`config.mk`:
```
export PLATFORM = sky130hd
export DESIGN_NAME = ibex_avalon_arbiter
export DESIGN_NICKNAME = d
export VERILOG_FILES = /design/src/rtl/ibex_avalon_arb_pkg.sv /design/src/rtl/ibex_avalon_arb_tag_fifo.sv /design/src/rtl/ibex_avalon_arbiter.sv
export SDC_FILE = /design/constraint.sdc
export NUM_CORES = 1
export LEC_CHECK = 0
export CELL_PAD_IN_SITES_DETAIL_PLACEMENT = 1
export CELL_PAD_IN_SITES_GLOBAL_PLACEMENT = 1
export CORE_MARGIN = 1
export CORE_UTILIZATION = 29
export CTS_CLUSTER_SIZE = 28
export DETAILED_ROUTE_END_ITERATION = 12
export PLACE_DENSITY = 0.87
export SLEW_MARGIN = 30
export SYNTH_ARGS = -nofsm -noshare
export SYNTH_HDL_FRONTEND = slang
export SYNTH_HIERARCHICAL = 1
export SYNTH_SLANG_ARGS = --single-unit
```
`constraint.sdc`:
```
create_clock -name clk_i -period 2.9 [get_ports clk_i]
set_input_delay 0.58 -clock clk_i [delete_from_list [all_inputs] [get_ports clk_i]]
set_output_delay 0.58 -clock clk_i [all_outputs]
set_load 0.01 [all_outputs]
```
`src/rtl/ibex_avalon_arb_pkg.sv`:
```
// Shared types for the Ibex-to-Avalon arbiter: source ids, response tags,
// arbiter states and Avalon response codes.
package ibex_avalon_arb_pkg;

  typedef enum logic {
    SRC_INSTR = 1'b0,
    SRC_DATA  = 1'b1
  } src_e;

  typedef struct packed {
    src_e src;
    logic is_write;
  } tag_t;

  typedef enum logic {
    ARB  = 1'b0,
    HOLD = 1'b1
  } arb_state_e;

  typedef enum logic [1:0] {
    RESP_OKAY     = 2'b00,
    RESP_RESERVED = 2'b01,
    RESP_SLVERR   = 2'b10,
    RESP_DECERR   = 2'b11
  } resp_e;

  typedef struct packed {
    src_e        src;
    logic        we;
    logic [3:0]  be;
    logic [31:0] addr;
    logic [31:0] wdata;
  } cmd_t;

  function automatic src_e other_src(src_e s);
    return (s == SRC_DATA) ? SRC_INSTR : SRC_DATA;
  endfunction

endpackage

```
`src/rtl/ibex_avalon_arb_tag_fifo.sv`:
```
// In-order tag FIFO recording which port owns each outstanding Avalon command.
// Pushes when full and pops when empty are ignored, so the count never wraps.
module ibex_avalon_arb_tag_fifo
  import ibex_avalon_arb_pkg::*;
#(
  parameter int unsigned DEPTH = 4,
  localparam int unsigned PTR_W = $clog2(DEPTH),
  localparam int unsigned CNT_W = PTR_W + 1
) (
  input  logic             clk_i,
  input  logic             rst_ni,
  input  logic             push_i,
  input  tag_t             push_tag_i,
  input  logic             pop_i,
  output tag_t             head_tag_o,
  output logic             full_o,
  output logic             empty_o,
  output logic [CNT_W-1:0] count_o
);

  tag_t             mem_q [DEPTH];
  logic [PTR_W-1:0] wr_ptr_q, rd_ptr_q;
  logic [CNT_W-1:0] count_q;
  logic             do_push, do_pop;

  assign full_o     = (count_q == CNT_W'(DEPTH));
  assign empty_o    = (count_q == '0);
  assign count_o    = count_q;
  assign head_tag_o = mem_q[rd_ptr_q];
  assign do_push    = push_i & ~full_o;
  assign do_pop     = pop_i & ~empty_o;

  always_ff @(posedge clk_i or negedge rst_ni) begin
    if (!rst_ni) begin
      wr_ptr_q <= '0;
      rd_ptr_q <= '0;
      count_q  <= '0;
    end else begin
      if (do_push) wr_ptr_q <= wr_ptr_q + 1'b1;
      if (do_pop)  rd_ptr_q <= rd_ptr_q + 1'b1;
      case ({do_push, do_pop})
        2'b10:   count_q <= count_q + 1'b1;
        2'b01:   count_q <= count_q - 1'b1;
        default: count_q <= count_q;
      endcase
    end
  end

  // Tag storage needs no reset: entries are only read while the count covers them.
  always_ff @(posedge clk_i) begin
    if (do_push) mem_q[wr_ptr_q] <= push_tag_i;
  end

endmodule

```
`src/rtl/ibex_avalon_arbiter.sv`:
```
// Arbitrates the Ibex instruction and data ports onto one Avalon-MM master.
// Define IBEX_AVALON_ARB_RR_EN for round-robin; otherwise data has fixed priority.
module ibex_avalon_arbiter
  import ibex_avalon_arb_pkg::*;
#(
  parameter int unsigned MAX_OUTSTANDING = 4
) (
  input  logic        clk_i,
  input  logic        rst_ni,
  input  logic        instr_req_i,
  output logic        instr_gnt_o,
  output logic        instr_rvalid_o,
  input  logic [31:0] instr_addr_i,
  output logic [31:0] instr_rdata_o,
  output logic        instr_err_o,
  input  logic        data_req_i,
  output logic        data_gnt_o,
  output logic        data_rvalid_o,
  input  logic        data_we_i,
  input  logic [3:0]  data_be_i,
  input  logic [31:0] data_addr_i,
  input  logic [31:0] data_wdata_i,
  output logic [31:0] data_rdata_o,
  output logic        data_err_o,
  output logic        avm_read_o,
  output logic        avm_write_o,
  output logic [31:0] avm_address_o,
  output logic [3:0]  avm_byteenable_o,
  output logic [31:0] avm_writedata_o,
  input  logic        avm_waitrequest_i,
  input  logic [31:0] avm_readdata_i,
  input  logic        avm_readdatavalid_i,
  input  logic        avm_writeresponsevalid_i,
  input  logic [1:0]  avm_response_i
);

  localparam int unsigned CNT_W = $clog2(MAX_OUTSTANDING) + 1;

  arb_state_e       state_q, state_d;
  cmd_t             hold_q, hold_d;
  cmd_t             port_cmd, cmd;
  logic             active_q;
  logic             issue, accept, cmd_room;
  src_e             sel_src;
  tag_t             push_tag, head_tag;
  logic             tag_full, tag_empty;
  logic [CNT_W-1:0] tag_count;
  logic             resp_valid, deliver, resp_err;
  logic [31:0]      resp_rdata;

`ifdef IBEX_AVALON_ARB_RR_EN
  src_e prio_q, prio_d;

  always_comb begin
    sel_src = SRC_DATA;
    if (instr_req_i && data_req_i) sel_src = prio_q;
    else if (instr_req_i)          sel_src = SRC_INSTR;
  end

  always_comb begin
    prio_d = prio_q;
    if (accept && instr_req_i && data_req_i) prio_d = other_src(cmd.src);
  end

  always_ff @(posedge clk_i or negedge rst_ni) begin
    if (!rst_ni) prio_q <= SRC_DATA;
    else         prio_q <= prio_d;
  end
`else
  assign sel_src = data_req_i ? SRC_DATA : SRC_INSTR;
`endif

  always_comb begin
    port_cmd     = '0;
    port_cmd.src = sel_src;
    if (sel_src == SRC_DATA) begin
      port_cmd.we    = data_we_i;
      port_cmd.be    = data_be_i;
      port_cmd.addr  = data_addr_i;
      port_cmd.wdata = data_wdata_i;
    end else begin
      port_cmd.be    = 4'hF;
      port_cmd.addr  = instr_addr_i;
    end
  end

  assign cmd_room = ~tag_full & (tag_count < CNT_W'(MAX_OUTSTANDING));

  // A stalled command is replayed from hold_q so the bus never sees it change.
  always_comb begin
    state_d = state_q;
    hold_d  = hold_q;
    cmd     = port_cmd;
    issue   = 1'b0;
    case (state_q)
      ARB:  issue = active_q & (instr_req_i | data_req_i) & cmd_room;
      HOLD: begin
        cmd   = hold_q;
        issue = 1'b1;
      end
    endcase
    accept = issue & ~avm_waitrequest_i;
    if (issue && avm_waitrequest_i) begin
      state_d = HOLD;
      hold_d  = cmd;
    end else if (accept) begin
      state_d = ARB;
    end
  end

  always_ff @(posedge clk_i or negedge rst_ni) begin
    if (!rst_ni) begin
      state_q  <= ARB;
      hold_q   <= '0;
      active_q <= 1'b0;
    end else begin
      state_q  <= state_d;
      hold_q   <= hold_d;
      active_q <= 1'b1;
    end
  end

  assign avm_read_o       = issue & ~cmd.we;
  assign avm_write_o      = issue & cmd.we;
  assign avm_address_o    = issue ? cmd.addr  : '0;
  assign avm_byteenable_o = issue ? cmd.be    : '0;
  assign avm_writedata_o  = issue ? cmd.wdata : '0;
  assign instr_gnt_o      = accept & (cmd.src == SRC_INSTR);
  assign data_gnt_o       = accept & (cmd.src == SRC_DATA);

  assign push_tag.src      = cmd.src;
  assign push_tag.is_write = cmd.we;
  assign resp_valid        = avm_readdatavalid_i | avm_writeresponsevalid_i;

  ibex_avalon_arb_tag_fifo #(
    .DEPTH (MAX_OUTSTANDING)
  ) u_tag_fifo (
    .clk_i      (clk_i),
    .rst_ni     (rst_ni),
    .push_i     (accept),
    .push_tag_i (push_tag),
    .pop_i      (resp_valid),
    .head_tag_o (head_tag),
    .full_o     (tag_full),
    .empty_o    (tag_empty),
    .count_o    (tag_count)
  );

  // A response whose kind disagrees with the head tag is still delivered, flagged as an error.
  assign deliver    = resp_valid & ~tag_empty;
  assign resp_err   = (avm_response_i != RESP_OKAY)
                    | (avm_readdatavalid_i & head_tag.is_write)
                    | (avm_writeresponsevalid_i & ~head_tag.is_write);
  assign resp_rdata = (avm_readdatavalid_i && !head_tag.is_write) ? avm_readdata_i : '0;

  assign instr_rvalid_o = deliver & (head_tag.src == SRC_INSTR);
  assign data_rvalid_o  = deliver & (head_tag.src == SRC_DATA);
  assign instr_rdata_o  = instr_rvalid_o ? resp_rdata : '0;
  assign data_rdata_o   = data_rvalid_o  ? resp_rdata : '0;
  assign instr_err_o    = instr_rvalid_o & resp_err;
  assign data_err_o     = data_rvalid_o  & resp_err;

endmodule

```
==> run_results.csv <==
group,metric,value,unit
pwr,p_total,6.86,mW
critical_path,worstPathRequired,2320,ps
clock_tree,htreeDepth,3,
drt,ant_nets,0,
clock_tree,cts-root-buf,"clkbuf_16",
global_routing,first_global_vias,6127,
outcome,outcome,"finished with violations",
drt,wl_per_cell,19.6,um
critical_path,r2r-start,"u_tag_fifo/count_o[0]$_DFFE_PN0P_",
layout,fin_area,9000,um^2
timing,relSlewSlack,61.9,%
place,hpwl,14.7,mm
logic_synthesis,yosysWarnings,6,
timing,timing.final.crit_share,101,%
outcome,violations,"negative setup slack",
pwr,powerDensity,762,nW/um^2
critical_path,endpoint_kind,"output pin",
layout,syn_to_final_growth,63.2,%
timing,worstMarginPinSlew,571,ps
timing,setup_slack,-31.8,ps
logic_synthesis,synth_cell_types,39,
timing,finalSetupViolations,2,
timing,slew_viol_final,0,
clock_tree,cts-buffers-inserted,9,
clock_tree,insertion_delay,350,ps
min_path,hold_path.class,"input pin to async pin",
flow_run,maxCapViolCount,0,
place,place_area,8690,um^2
pwr,p_leak,4.74,nW
clock_tree,cts_sinks,87,
floorplanning,std_cell_rows,50,
floorplanning,fp.coreArea,18600,um^2
critical_path,reg2reg_to,"u_tag_fifo/count_o[2]$_DFFE_PN0P_",
timing,skew,12.9,ps
floorplanning,die-area,19600,um^2
critical_path,cp_max_fo,4,
critical_path,worstPathArrival,2350,ps
clock_tree,clk_pin_slew,80,ps
logic_synthesis,syn_area,5510,um^2
layout,final_common_cell,"clkdlybuf4s50_1",
layout,final_cell_mix,"clkdlybuf4s50_1, dfrtp_1, a22o_1",
drt,route.vias.total,5959,
drt,viasPerCell,5.41,
global_routing,grt_overflow,0,
timing,hold_violations,0,
global_routing,track_usage,21.3,%
floorplanning,die_w,140,um
layout,drive_above_1_share,20.9,%
drt,dr.pass1.iters,4,
logic_synthesis,syn_area_per_cell,9.38,um^2
drt,drt_iter0_drc,215,
layout,num_antenna_cells,0,
floorplanning,die_y,140,um
clock_tree,cts_buffer_depth,2,
clock_tree,cts_tree,"built",
clock_tree,cts_hold_buf,0,
timing,rsz0062_at_grt,"true",
layout,final_cells,1102,
logic_synthesis,synth_seq_cells,87,
floorplanning,io_pins,282,
timing,fmax,341,MHz
logic_synthesis,synth_nets,736,
place,finalWeightedCongestion,0.751,
critical_path,timing_worst_setup_path_type,"input pin to output pin",
critical_path,crit_start,"avm_writeresponsevalid_i",
logic_synthesis,ys_seq_area_share,40.2,%
global_routing,grt_max_degree,76,
floorplanning,initial_core_util,29.6,%
pwr,ir_drop,0.327,mV
place,portBuffers,281,
critical_path,r2r_cells,14,
logic_synthesis,syn_inst,588,
layout,fin_util,48.3,%
critical_path,reg2reg_slack,240,ps
timing,fin_crit,2930,ps
layout,layout.nets,1011,
global_routing,grt_pass1_wl,33.4,mm
global_routing,antenna_found_initial,0,
place,place_inst,1068,
drt,post-route-drc-count,0,
timing,worst_hold_slack,225,ps
critical_path,worst_setup_path_start_kind,"input pin",
drt,wirelength,21.6,mm
-- sequential cells by signal, summed over array words and instances (netlist names) --
| register | flops |
|---|---|
| active_q | 1 |
| u_tag_fifo/rd_ptr_q | 2 |
| state_q | 1 |
| u_tag_fifo/wr_ptr_q | 2 |
| hold_q | 70 |
| u_tag_fifo/mem_q | 8 |
| u_tag_fifo/count_o | 3 |
-- layer usage --
layer  wire, um  global-route usage (%)  vias to the layer above
met5          0                       0                        -
met4        532                    6.77                        0
met3       1290                    5.26                       35
met2      11000                    38.1                      224
met1       8780                    24.7                     2921
li1           -                       -                     2779
-- power breakdown --
| group | internal [mW] | switching (mW) | leakage (nW) |
|---|---|---|---|
| Combinational | 1.86 | 1.60 | 3.52 |
| Sequential | 1.77 | 0.398 | 1.07 |
| Clock | 0.687 | 0.545 | 0.151 |
| Total | 4.32 | 2.54 | 4.74 |
-- synthesized netlist by cell type --
cell type   n  area (um^2)
xnor2_1     3         26.3
a2111oi_0   1         8.76
mux2i_1    33          330
and2_0      1         6.26
a22o_1     67          587
and2_1      5         31.3
nand2_1    42          158
inv_1       7         26.3
a21o_1      1         7.51
nor3b_1     2         15.0
fa_1        1         20.0
a31oi_1    32          200
nor3_1     35          175
edfxtp_1    8          240
clkbuf_1   49          184
buf_2      11         55.1
dfrtp_1    79         1980
o31a_2      1         10.0
nor2b_4     1         13.8
mux4_2      2         45.0
o21ai_0    36          180
a21oi_1     2         10.0
conb_1      1         3.75
and3_1     65          407
mux2_4      1         15.0
nor2_1     36          135
o221a_2    32          360
ha_1        5         62.6
and3b_1     1         8.76
nand2b_1    1         6.26
nor3b_4     1         18.8
and2_2      2         15.0
o22a_1      4         35.0
nor4b_4     1         23.8
nand3_1     1         5.00
nor2b_1    10         62.6
buf_1       4         15.0
xor2_1      3         26.3
or2_2       1         6.26
-- per-stage QoR --
stage               setup WS, ps  setup TNS (ps)
floorplan                    339               0
global placement           -47.1            -101
detailed placement          -107           -1620
CTS                         -107            -212
global route                -146            -258
finish                     -31.8           -34.4
-- worst max path at each step --
| stage | slack, ps | cells after the start | end |
|---|---|---|---|
| after global placement | -50 | 6 | instr_gnt_o |
| after floorplan | 340 | 12 | u_tag_fifo/count_o[2]$_DFFE_PN0P_ |
| after global routing | -150 | 6 | data_err_o |
| final | -30 | 6 | data_err_o |
| after CTS | -110 | 5 | instr_err_o |
| after detailed placement | -110 | 13 | u_tag_fifo/count_o[2]$_DFFE_PN0P_ |
-- critical path: stages --
cell	delay [ps]
clkdlybuf4s50_1	520
nor2_2	90
nor3b_2	290
clkbuf_16	200
nor2b_1	130
clkdlybuf4s50_1	540
-- timing repair --
item / CTS / global route
endpoints found under the hold margin: 0 / 0
resized for setup: 121 / 165
cloned: 3 / 2
setup endpoints to repair: 134 / 53
setup buffers: 7 / 6
pin swaps: 2 / 3
-- cell families (layout without fill, tap and decap cells) --
| group | after synthesis | after routing | share of synthesized area, % |
|---|---|---|---|
| muxes | 36 | 36 | 7.08 |
| DFF | 87 | 87 | 40.2 |
| buffers and inverters | 71 | 351 | 5.08 |
| AOI/OAI and AO/OA | 176 | 176 | 25.4 |
| xor gates and xnor gates | 6 | 6 | 0.953 |
| other | 1 | 1 | 0.0680 |
| and+or+nand+nor | 205 | 205 | 19.7 |
| adders and majority gates | 6 | 6 | 1.50 |
-- layout make-up --
class	instances	area [um^2]
tap	234	293
inverter	7	26.3
sequential	87	2220
fill	2130	9650
clock buffer	9	225
timing repair buffer	328	3070
clock inverter	7	87.6
multi-input combinational	430	3070
Power figures use the tool's default switching activity.
